File: src/rtl/alu_pkg.sv
// Shared encodings for the accumulator ALU: FSM states, operation codes, operand-A source codes.
// Latency: n/a (types only).
// Backpressure: n/a (types only).
package alu_pkg;

    typedef enum logic [1:0] {
        ST_OFF   = 2'b00,
        ST_READY = 2'b01,
        ST_RUN   = 2'b10,
        ST_ERROR = 2'b11
    } state_t;

    typedef enum logic [2:0] {
        OP_AND   = 3'd0,
        OP_OR    = 3'd1,
        OP_XOR   = 3'd2,
        OP_NOT   = 3'd3,
        OP_ADD   = 3'd4,
        OP_SUB   = 3'd5,
        OP_MUL   = 3'd6,
        OP_PASSB = 3'd7
    } op_t;

    // 11 is a second encoding of "persist" so every a_sel value is defined.
    typedef enum logic [1:0] {
        ASEL_PERSIST  = 2'b00,
        ASEL_LOAD     = 2'b01,
        ASEL_ZERO     = 2'b10,
        ASEL_PERSIST2 = 2'b11
    } asel_t;

endpackage

File: src/rtl/seq_mult.sv
// Shift-add unsigned multiplier, one partial product per cycle.
// Latency: done is high in the cycle before the WIDTH-th edge after start; product is valid then.
// Backpressure: none; abort cancels an operation in flight.
// Ports: clk, rst (sync active-low), start/a/b load a new operation, abort cancels,
//        done flags the final step, product is the full 2*WIDTH-bit result while done is high.
module seq_mult #(
    parameter int WIDTH = 8
) (
    input  logic                 clk,
    input  logic                 rst,
    input  logic                 start,
    input  logic                 abort,
    input  logic [WIDTH-1:0]     a,
    input  logic [WIDTH-1:0]     b,
    output logic                 done,
    output logic [2*WIDTH-1:0]   product
);

    localparam int CW = $clog2(WIDTH);
    localparam logic [CW-1:0] LAST = CW'(WIDTH - 1);

    logic                 busy_q;
    logic [CW-1:0]        cnt_q;
    logic [2*WIDTH-1:0]   mcand_q;
    logic [WIDTH-1:0]     mplier_q;
    logic [2*WIDTH-1:0]   prod_q;
    logic [2*WIDTH-1:0]   addend;

    assign addend = mplier_q[0] ? mcand_q : '0;

    // The final partial sum is exposed combinationally so the consumer can
    // capture it on the same edge that retires the last step.
    assign product = prod_q + addend;
    assign done    = busy_q && (cnt_q == LAST);

    always_ff @(posedge clk) begin
        if (!rst) begin
            busy_q   <= 1'b0;
            cnt_q    <= '0;
            mcand_q  <= '0;
            mplier_q <= '0;
            prod_q   <= '0;
        end else if (abort) begin
            busy_q <= 1'b0;
            cnt_q  <= '0;
        end else if (start) begin
            busy_q   <= 1'b1;
            cnt_q    <= '0;
            mcand_q  <= {{WIDTH{1'b0}}, a};
            mplier_q <= b;
            prod_q   <= '0;
        end else if (busy_q) begin
            prod_q   <= product;
            mcand_q  <= mcand_q << 1;
            mplier_q <= mplier_q >> 1;
            if (cnt_q == LAST) begin
                busy_q <= 1'b0;
                cnt_q  <= '0;
            end else begin
                cnt_q <= cnt_q + 1'b1;
            end
        end
    end

endmodule

File: src/rtl/param_alu_core.sv
// WIDTH-bit accumulator ALU with OFF/READY/RUN/ERROR control and a sequential multiplier.
// Latency: 1 edge after accept for logic/add/sub/pass, WIDTH edges for MUL.
// Backpressure: in_ready only in READY (registered); out_valid is a one-cycle pulse, never held.
// Ports: clk, rst (sync active-low), en (low forces OFF), in_valid/in_ready command handshake,
//        a_sel/op/operand_a/operand_b command fields, out_valid/result/carry/zero result side,
//        err/err_clear error state control, state exposes the FSM encoding.
module param_alu_core
    import alu_pkg::*;
#(
    parameter int WIDTH      = 8,
    parameter bit STICKY_ERR = 1'b1
) (
    input  logic             clk,
    input  logic             rst,
    input  logic             en,
    input  logic             in_valid,
    output logic             in_ready,
    input  logic [1:0]       a_sel,
    input  logic [2:0]       op,
    input  logic [WIDTH-1:0] operand_a,
    input  logic [WIDTH-1:0] operand_b,
    output logic             out_valid,
    output logic [WIDTH-1:0] result,
    output logic             carry,
    output logic             zero,
    output logic             err,
    input  logic             err_clear,
    output logic [1:0]       state
);

    state_t             state_q, state_d;
    logic [WIDTH-1:0]   acc_q, acc_d;
    logic               carry_q, carry_d;
    logic               out_valid_q, out_valid_d;
    logic [WIDTH-1:0]   a_q, b_q;
    op_t                op_q;

    logic               accept;
    logic               complete;
    logic [WIDTH-1:0]   a_src;
    logic [WIDTH-1:0]   alu_res;
    logic               alu_carry;
    logic [WIDTH:0]     sum, diff;
    logic               mul_start, mul_abort, mul_done;
    logic [2*WIDTH-1:0] mul_product;

    // en gates the accept so a command is never taken on the edge that powers down.
    assign accept = (state_q == ST_READY) && in_valid && en;

    always_comb begin
        a_src = acc_q;
        case (asel_t'(a_sel))
            ASEL_LOAD: a_src = operand_a;
            ASEL_ZERO: a_src = '0;
            default:   a_src = acc_q;
        endcase
    end

    // The multiplier loads straight from the command so its WIDTH steps line
    // up with the WIDTH RUN edges.
    assign mul_start = accept && (op_t'(op) == OP_MUL);
    assign mul_abort = !en;

    seq_mult #(.WIDTH(WIDTH)) u_mult (
        .clk     (clk),
        .rst     (rst),
        .start   (mul_start),
        .abort   (mul_abort),
        .a       (a_src),
        .b       (operand_b),
        .done    (mul_done),
        .product (mul_product)
    );

    // Bit WIDTH of diff is the borrow because both operands are zero-extended.
    assign sum  = {1'b0, a_q} + {1'b0, b_q};
    assign diff = {1'b0, a_q} - {1'b0, b_q};

    always_comb begin
        alu_res   = '0;
        alu_carry = 1'b0;
        case (op_q)
            OP_AND:   alu_res = a_q & b_q;
            OP_OR:    alu_res = a_q | b_q;
            OP_XOR:   alu_res = a_q ^ b_q;
            OP_NOT:   alu_res = ~a_q;
            OP_ADD:   {alu_carry, alu_res} = sum;
            OP_SUB:   {alu_carry, alu_res} = diff;
            OP_MUL: begin
                alu_res   = mul_product[WIDTH-1:0];
                alu_carry = |mul_product[2*WIDTH-1:WIDTH];
            end
            OP_PASSB: alu_res = b_q;
            default:  alu_res = '0;
        endcase
    end

    assign complete = (state_q == ST_RUN) && en && ((op_q != OP_MUL) || mul_done);

    always_comb begin
        state_d     = state_q;
        acc_d       = acc_q;
        carry_d     = carry_q;
        out_valid_d = 1'b0;
        if (!en) begin
            // Power-down beats everything, including err_clear and a finishing op.
            state_d = ST_OFF;
        end else begin
            case (state_q)
                ST_OFF:   state_d = ST_READY;
                ST_READY: if (in_valid) state_d = ST_RUN;
                ST_RUN: begin
                    if (complete) begin
                        acc_d       = alu_res;
                        carry_d     = alu_carry;
                        out_valid_d = 1'b1;
                        state_d     = (alu_carry && STICKY_ERR) ? ST_ERROR : ST_READY;
                    end
                end
                ST_ERROR: if (err_clear) state_d = ST_READY;
                default:  state_d = ST_OFF;
            endcase
        end
    end

    always_ff @(posedge clk) begin
        if (!rst) begin
            state_q     <= ST_OFF;
            acc_q       <= '0;
            carry_q     <= 1'b0;
            out_valid_q <= 1'b0;
            a_q         <= '0;
            b_q         <= '0;
            op_q        <= OP_AND;
        end else begin
            state_q     <= state_d;
            acc_q       <= acc_d;
            carry_q     <= carry_d;
            out_valid_q <= out_valid_d;
            if (accept) begin
                a_q  <= a_src;
                b_q  <= operand_b;
                op_q <= op_t'(op);
            end
        end
    end

    assign result    = acc_q;
    assign carry     = carry_q;
    assign zero      = (acc_q == '0);
    assign out_valid = out_valid_q;
    assign in_ready  = (state_q == ST_READY);
    assign err       = (state_q == ST_ERROR);
    assign state     = state_q;

endmodule

File: config.mk
export PLATFORM = sky130hd
export DESIGN_NAME = param_alu_core
export DESIGN_NICKNAME = d
export VERILOG_FILES = /design/src/rtl/alu_pkg.sv /design/src/rtl/seq_mult.sv /design/src/rtl/param_alu_core.sv
export SDC_FILE = /design/constraint.sdc
export NUM_CORES = 1
export LEC_CHECK = 0
export CORE_UTILIZATION = 54
export DETAILED_ROUTE_END_ITERATION = 8
export MAX_ROUTING_LAYER = met4
export PLACE_DENSITY = 0.82
export SLEW_MARGIN = 5
export SYNTH_ARGS = -nofsm -noshare
export SYNTH_HDL_FRONTEND = slang
export SYNTH_SLANG_ARGS = --single-unit
File: constraint.sdc
create_clock -name clk -period 2.9 [get_ports clk]
set_clock_uncertainty 0.15 [all_clocks]
set_input_delay 0.435 -clock clk [delete_from_list [all_inputs] [get_ports clk]]
set_output_delay 0.435 -clock clk [all_outputs]
set_load 0.1 [all_outputs]
==> results of run 1 <==
cell type report:
cell class                      count  area share (%)
Clock inverter                      6           0.784
Sequential cell                    75            22.5
Clock buffer                       10            2.05
Inverter                           37            2.07
Tap cell                          129            2.41
Multi-Input combinational cell    511            58.4
Antenna cell                        1          0.0373
Timing Repair Buffer               94            11.7
tightest hold or removal path: stages, from the launching register on:
cell and delay (ns):
dfxtp_1 0.33, nand2_1 0.05, a21boi_1 0.05
final timing paths:
kind	startpoint	endpoint	slack (ns)	cells past startpoint
setup / recovery	u_mult.mplier_q[0]$_SDFFE_PN0P_	state[1]$_SDFFE_PN0P_	-0.02	12
hold / removal	u_mult.mcand_q[1]$_SDFFE_PN0P_	u_mult.mcand_q[1]$_SDFFE_PN0P_	0.32	2
setup reg to reg	u_mult.mplier_q[0]$_SDFFE_PN0P_	state[1]$_SDFFE_PN0P_	-0.02	12
hold reg to reg	u_mult.mcand_q[1]$_SDFFE_PN0P_	u_mult.mcand_q[1]$_SDFFE_PN0P_	0.32	2
cell families (layout without fill, tap and decap cells):
group | after synthesis | count (layout) | share of synthesized area [%]
flip-flops | 75 | 75 | 28.1
adder cells (fa/ha/maj) | 49 | 49 | 11.9
AND/OR/NAND/NOR | 224 | 224 | 20.1
AO/OA/AOI/OAI | 200 | 200 | 27.0
buffers and inverters | 78 | 147 | 5.82
XOR/XNOR | 23 | 23 | 3.76
multiplexers | 15 | 15 | 3.34
other | 0 | 1 | 0
cell usage in the layout (no fill, tap or decap), types with 6 or more instances in the layout:
| cell | n |
|---|---|
| xnor2_1 | 15 |
| a211oi_1 | 6 |
| a21boi_0 | 20 |
| and2_1 | 14 |
| a21oi_1 | 41 |
| nand3_1 | 23 |
| inv_1 | 34 |
| a21o_1 | 6 |
| nor2_1 | 27 |
| nor3_1 | 10 |
| buf_4 | 65 |
| ha_4 | 11 |
| clkdlybuf4s50_1 | 24 |
| o21bai_1 | 6 |
| clkbuf_8 | 10 |
| nand2_1 | 94 |
| nor2b_1 | 23 |
| ha_1 | 34 |
| a21oi_2 | 6 |
| o211a_1 | 16 |
| a21boi_1 | 9 |
| o211ai_1 | 9 |
| a22oi_1 | 17 |
| dfxtp_1 | 72 |
| o21ai_0 | 18 |
| mux2i_1 | 10 |
state kept, by name, summed over array words and instances (netlist names):
name,cells
result,8
a_q,8
op_q,3
u_mult.mplier_q,8
u_mult.cnt_q,3
out_valid,1
u_mult.prod_q,16
carry,1
b_q,8
state,2
u_mult.busy_q,1
u_mult.mcand_q,16
power groups by stage:
stage | clock, mW | combinational [mW] | sequential (mW)
floorplan | 0 | 0.139 | 1.08
global placement | 0 | 0.222 | 1.07
detailed placement | 0 | 0.228 | 1.07
CTS | 0.829 | 0.230 | 1.05
global route | 0.864 | 0.254 | 1.05
finish | 0.822 | 0.237 | 1.05
metrics by stage:
step / hold WS (ns) / setup TNS (ns)
after detailed placement: 0.310 / -0.326
final: 0.320 / -0.0293
after CTS: 0.324 / 0
after floorplan: 0.281 / 0
after global routing: 0.345 / -0.251
after global placement: 0.292 / -0.104
timing repair:
action,4_1_cts,5_1_grt
pin swaps,14,31
endpoints found under the setup margin,2,4
cloned,0,0
setup buffers,5,6
resized for setup,14,47
metal layers:
layer / vias to the layer above / routed length (um) / part of all wire, %
met3: 33 / 1070 / 7.0
li1: 2482 / - / -
met2: 197 / 7230 / 47
met5: - / 0 / 0
met1: 2436 / 6640 / 43
met4: 0 / 354 / 2.3
==> out/metrics.cfg, run 1 <==
[yosys]
async_flop_share_pct = 0
synth_top_area_cell = dfxtp_1
synthesis.nets = 739
synth_area_leaders = dfxtp_1, ha_1, nand2_1
synth_most_common_cell = nand2_1
netlist_area_um2 = 5350
synth_edf_count = 0
ys_ff_latch = 75
synthFlopType = dfxtp_1
yosysWarnings = 0
avgSynthCellArea_um2 = 8.06
synthTopCellsByCount = nand2_1, dfxtp_1, a21oi_1, ha_1, inv_1
yosysUniqueCellTypes = 66
ys_seq_area_share_pct = 28.1
yosysTopAreaCellShare_pct = 28.1
synthCells = 664

[clocking]
clk_pin_slew_ns = 0.09
cts-hold-fix-buffers = 0
clkLatencyLatePin_ns = 0.37
cts.sinks = 75
cts_tree = yes
clock_path_buffers = 2
htree_levels = 3
root_buffer = clkbuf_8
cts_buffers = 9

[global_route]
grt_pass1_vias = 4902
overflow = 0
globalRouteTotalUtil_pct = 31.1
antenna_found_initial = 1
grt_max_degree = 37
grtUsageMet1_pct = 39.9
met2_usage_pct = 49.0
gr-usage-met3_pct = 5.31
grt.busiest_layer = met2
grt_pass1_wl_mm = 24.0

[worst_setup_path]
path_buf_inv = 2
worstPathRequired_ns = 2.99
slowest_stage = dfxtp_4
cp-start-kind = flip-flop
path_class = flip-flop to flip-flop
arrival_ns = 3.02
slowest_delay_ns = 0.37
crit_path_frequent_cell = buf_6
crit_path_end_kind = flip-flop
worstPathMaxFanout = 8
cp_top_family = compound AO/OA/AOI/OAI gates
crit_chain = buf_6, and2_4, ha_4, a21oi_4, buf_6, o211ai_1, nand2_1, nand3b_1, a2111oi_4, nand4b_1, a32oi_2, o22ai_1

[pwr]
intPower_mw = 1.49
switching_share_pct = 29.3
p_switching_mw = 0.617
peakVddDrop_v = 0.000244
pwr-share-seq_pct = 49.8
p_per_area_nw_per_um2 = 315
leakage_nw = 2.75
p_comb_share_pct = 11.2
p_total_mw = 2.11
clkPwrFrac_pct = 39.0

[status]
violations = setup timing
status = finished with violations

[timing]
slew_headroom_pct = 62.8
hold_violations = 0
setup_violations = 2
fin_ws_ns = -0.0229
fin_crit_sh_pct = 101
maxSlewViolCount = 0
finalCriticalPeriod_ns = 2.92
fmax_ghz = 0.342
tightest_slew_ns = 0.556
rsz0062_at_grt = yes

[route]
wl_mm = 15.3
ant_nets = 0
wire_per_inst_um = 17.7
first_pass_iters = 5
vias_per_cell = 5.97
post-route-drc-count = 0
num_vias = 5148
drt-initial-drc-count = 318

[layout]
register_area_um2 = 1510
multiInputGateArea_um2 = 3910
post-route-util_pct = 71.2
area_growth_pct = 25.2
fin_area_um2 = 6700
stdcell_count = 863
drive_gt1_share_pct = 21.0
n_fill_cell = 698
finalNetCount = 803

[placed_design]
dpl.hpwl_mm = 10.8
post-place-ws_ns = -0.169
place_area_um2 = 6070
dp_cells = 836
place.gp.congestion = 0.941
portBuffers = 40

[die]
die_w_um = 102
coreArea_um2 = 9420
io_pins = 41
fp-row-count = 35
die_y_um = 102
dieArea_um2 = 10300
initial_utilization_pct = 56.9

[min_path]
hp-class = flip-flop to flip-flop

[run]
cap_violations = 0

Power figures use the tool's default switching activity.
==> inputs of run 2 (changes only) <==
--- a/config.mk
+++ b/config.mk
@@ -5,6 +5,7 @@
 export SDC_FILE = /design/constraint.sdc
 export NUM_CORES = 1
 export LEC_CHECK = 0
+export CORE_MARGIN = 5
 export CORE_UTILIZATION = 54
 export DETAILED_ROUTE_END_ITERATION = 8
 export MAX_ROUTING_LAYER = met4
==> out/metrics.cfg, run 2 (synthesized netlist as in run 1, its figures left out) <==
[route]
ant_nets = 0  ; unchanged
vias_per_cell = 5.96  ; -0.11%
post-route-drc-count = 0  ; unchanged
wire_per_inst_um = 17.6  ; -0.82%
drt-initial-drc-count = 404  ; +27%
wl_mm = 15.4  ; +0.78%
first_pass_iters = 5  ; unchanged
num_vias = 5226  ; +1.5%

[min_path]
hold_end = u_mult.mcand_q[15]$_SDFFE_PN0P_
min-delay-start = u_mult.mcand_q[15]$_SDFFE_PN0P_
hp-class = flip-flop to flip-flop
whs_path_depth = 2  ; unchanged

[placed_design]
place.gp.congestion = 0.950  ; +1.0%
place_area_um2 = 6090  ; +0.37%
post-place-ws_ns = -0.223  ; -0.0533 ns
dpl.hpwl_mm = 11.0  ; +1.9%
portBuffers = 40  ; unchanged

[global_route]
grt_max_degree = 47  ; +27%
grt_pass1_vias = 5205  ; +6.2%
grt_pass1_wl_mm = 25.5  ; +6.2%
globalRouteTotalUtil_pct = 27.8  ; -3.3 points
overflow = 0  ; unchanged
antenna_found_initial = 1  ; unchanged

[pwr]
p_per_area_nw_per_um2 = 308  ; -2.2%
peakVddDrop_v = 0.000263  ; +7.6%
leakage_nw = 2.74  ; about the same

[worst_setup_path]
worstPathMaxFanout = 8  ; unchanged
slowest_delay_ns = 0.38  ; about the same
path_class = flip-flop to flip-flop
arrival_ns = 3.02  ; about the same
path_buf_inv = 3  ; +1
cp_top_family = compound AO/OA/AOI/OAI gates
reg2reg_to = state[1]$_SDFFE_PN0P_
crit_chain = buf_4, and2_4, ha_4, inv_1, buf_4, a2111oi_4, nand3_1, a21oi_2, xnor2_1, nand4b_1, a32oi_2, o22ai_1
crit_path_end_kind = flip-flop
slowest_stage = a2111oi_4
crit_path_frequent_cell = buf_4
worstReg2RegStart = u_mult.mplier_q[0]$_SDFFE_PN0P_
worstPathRequired_ns = 3.00  ; about the same
ff2ff_setup_slack_ns = -0.01  ; about the same
cp-start-kind = flip-flop
rr_worst_depth = 12  ; unchanged

[die]
die_w_um = 110  ; +7.9%
die_y_um = 110  ; +7.9%
dieArea_um2 = 12000  ; +16%
coreArea_um2 = 9730  ; +3.3%
initial_utilization_pct = 55.0  ; -1.8 points
fp-row-count = 36  ; +2.9%
io_pins = 41  ; unchanged

[clocking]
cts-hold-fix-buffers = 0  ; unchanged
cts_buffers = 9  ; unchanged
clock_path_buffers = 2  ; unchanged
root_buffer = clkbuf_8
htree_levels = 3  ; unchanged
cts.sinks = 75  ; unchanged
clk_pin_slew_ns = 0.09  ; about the same
cts_tree = yes
clkLatencyLatePin_ns = 0.38  ; about the same

[timing]
finalCriticalPeriod_ns = 2.91  ; -0.0105 ns
hold_violations = 0  ; unchanged
fmax_ghz = 0.343  ; +0.36%
setup_violations = 1  ; -1
tightest_slew_ns = 1.04  ; +0.479 ns
rsz0062_at_grt = yes
fin_ws_ns = -0.0124  ; +0.0105 ns
slew_headroom_pct = 30.7  ; -32 points
maxSlewViolCount = 0  ; unchanged
fin_crit_sh_pct = 100  ; -0.36 points

[layout]
n_fill_cell = 787  ; +13%
area_growth_pct = 24.8
post-route-util_pct = 68.6  ; -2.5 points
top_regs = u_mult.mcand_q (16), u_mult.prod_q (16)
final_cell_mix = nand2_1, buf_4, dfxtp_1
finalNetCount = 814  ; +1.4%
final_common_cell = nand2_1
fin_area_um2 = 6680  ; -0.32%
drive_gt1_share_pct = 21.7  ; +0.66 points

[run]
cap_violations = 0  ; unchanged

[status]
violations = setup timing
status = finished with violations

==> run 2: how the worst max path moves through the flow <==
stage | start | end | slack, ns | cells past startpoint
after floorplan | u_mult.mplier_q[0]$_SDFFE_PN0P_ | state[1]$_SDFFE_PN0P_ | 0.1 | 11
after global placement | u_mult.mplier_q[0]$_SDFFE_PN0P_ | state[1]$_SDFFE_PN0P_ | -0.12 | 11
after detailed placement | u_mult.mplier_q[0]$_SDFFE_PN0P_ | state[1]$_SDFFE_PN0P_ | -0.22 | 11
after CTS | u_mult.mplier_q[0]$_SDFFE_PN0P_ | state[1]$_SDFFE_PN0P_ | -0.007 | 11
after global routing | u_mult.mplier_q[0]$_SDFFE_PN0P_ | state[1]$_SDFFE_PN0P_ | -0.13 | 12
final | u_mult.mplier_q[0]$_SDFFE_PN0P_ | state[1]$_SDFFE_PN0P_ | -0.01 | 12
==> run 2: power by group <==
group          internal (mW)  switching [mW]  total, mW
logic                  0.106           0.132      0.238
registers               1.04          0.0127       1.05
clock network          0.337           0.429      0.766
total                   1.48           0.574       2.05
==> run 2: metrics by stage <==
stage	cells	setup TNS (ns)	total power [mW]	hold slack (ns)
floorplan	664	0	1.22	0.281
global placement	844	-0.219	1.30	0.296
detailed placement	844	-0.402	1.30	0.311
CTS	874	-0.00671	2.07	0.317
global route	877	-0.235	2.14	0.352
finish	877	-0.0124	2.05	0.327
==> run 2: what timing repair did <==
action,4_1_cts,5_1_grt
hold endpoints to repair,0,0
pin swaps,28,13
resized for setup,38,14
setup endpoints to repair,2,6
buffers inserted,16,2
==> run 2: routing by layer <==
layer	wire, um	track usage [%]	up-vias
li1	-	-	2498
met1	6820	35.4	2486
met2	7120	43.2	200
met3	1070	6.69	42
met4	405	9.80	0
met5	0	-	-
==> run 2: area by class of cell <==
class                      instances  area [um^2]  area share [%]
antenna                            1         2.50          0.0375
sequential                        75         1510            22.6
tap                              133          166            2.49
multi-input combinational        511         3830            57.4
inverter                          37          139            2.08
clock buffer                      11          141            2.12
clock inverter                     4         33.8           0.506
timing repair buffer             105          853            12.8
==> run 2: worst min-delay path, stage by stage (launching register included) <==
cell and delay [ns]:
dfxtp_1 0.32, nand2_1 0.05, a21boi_1 0.05
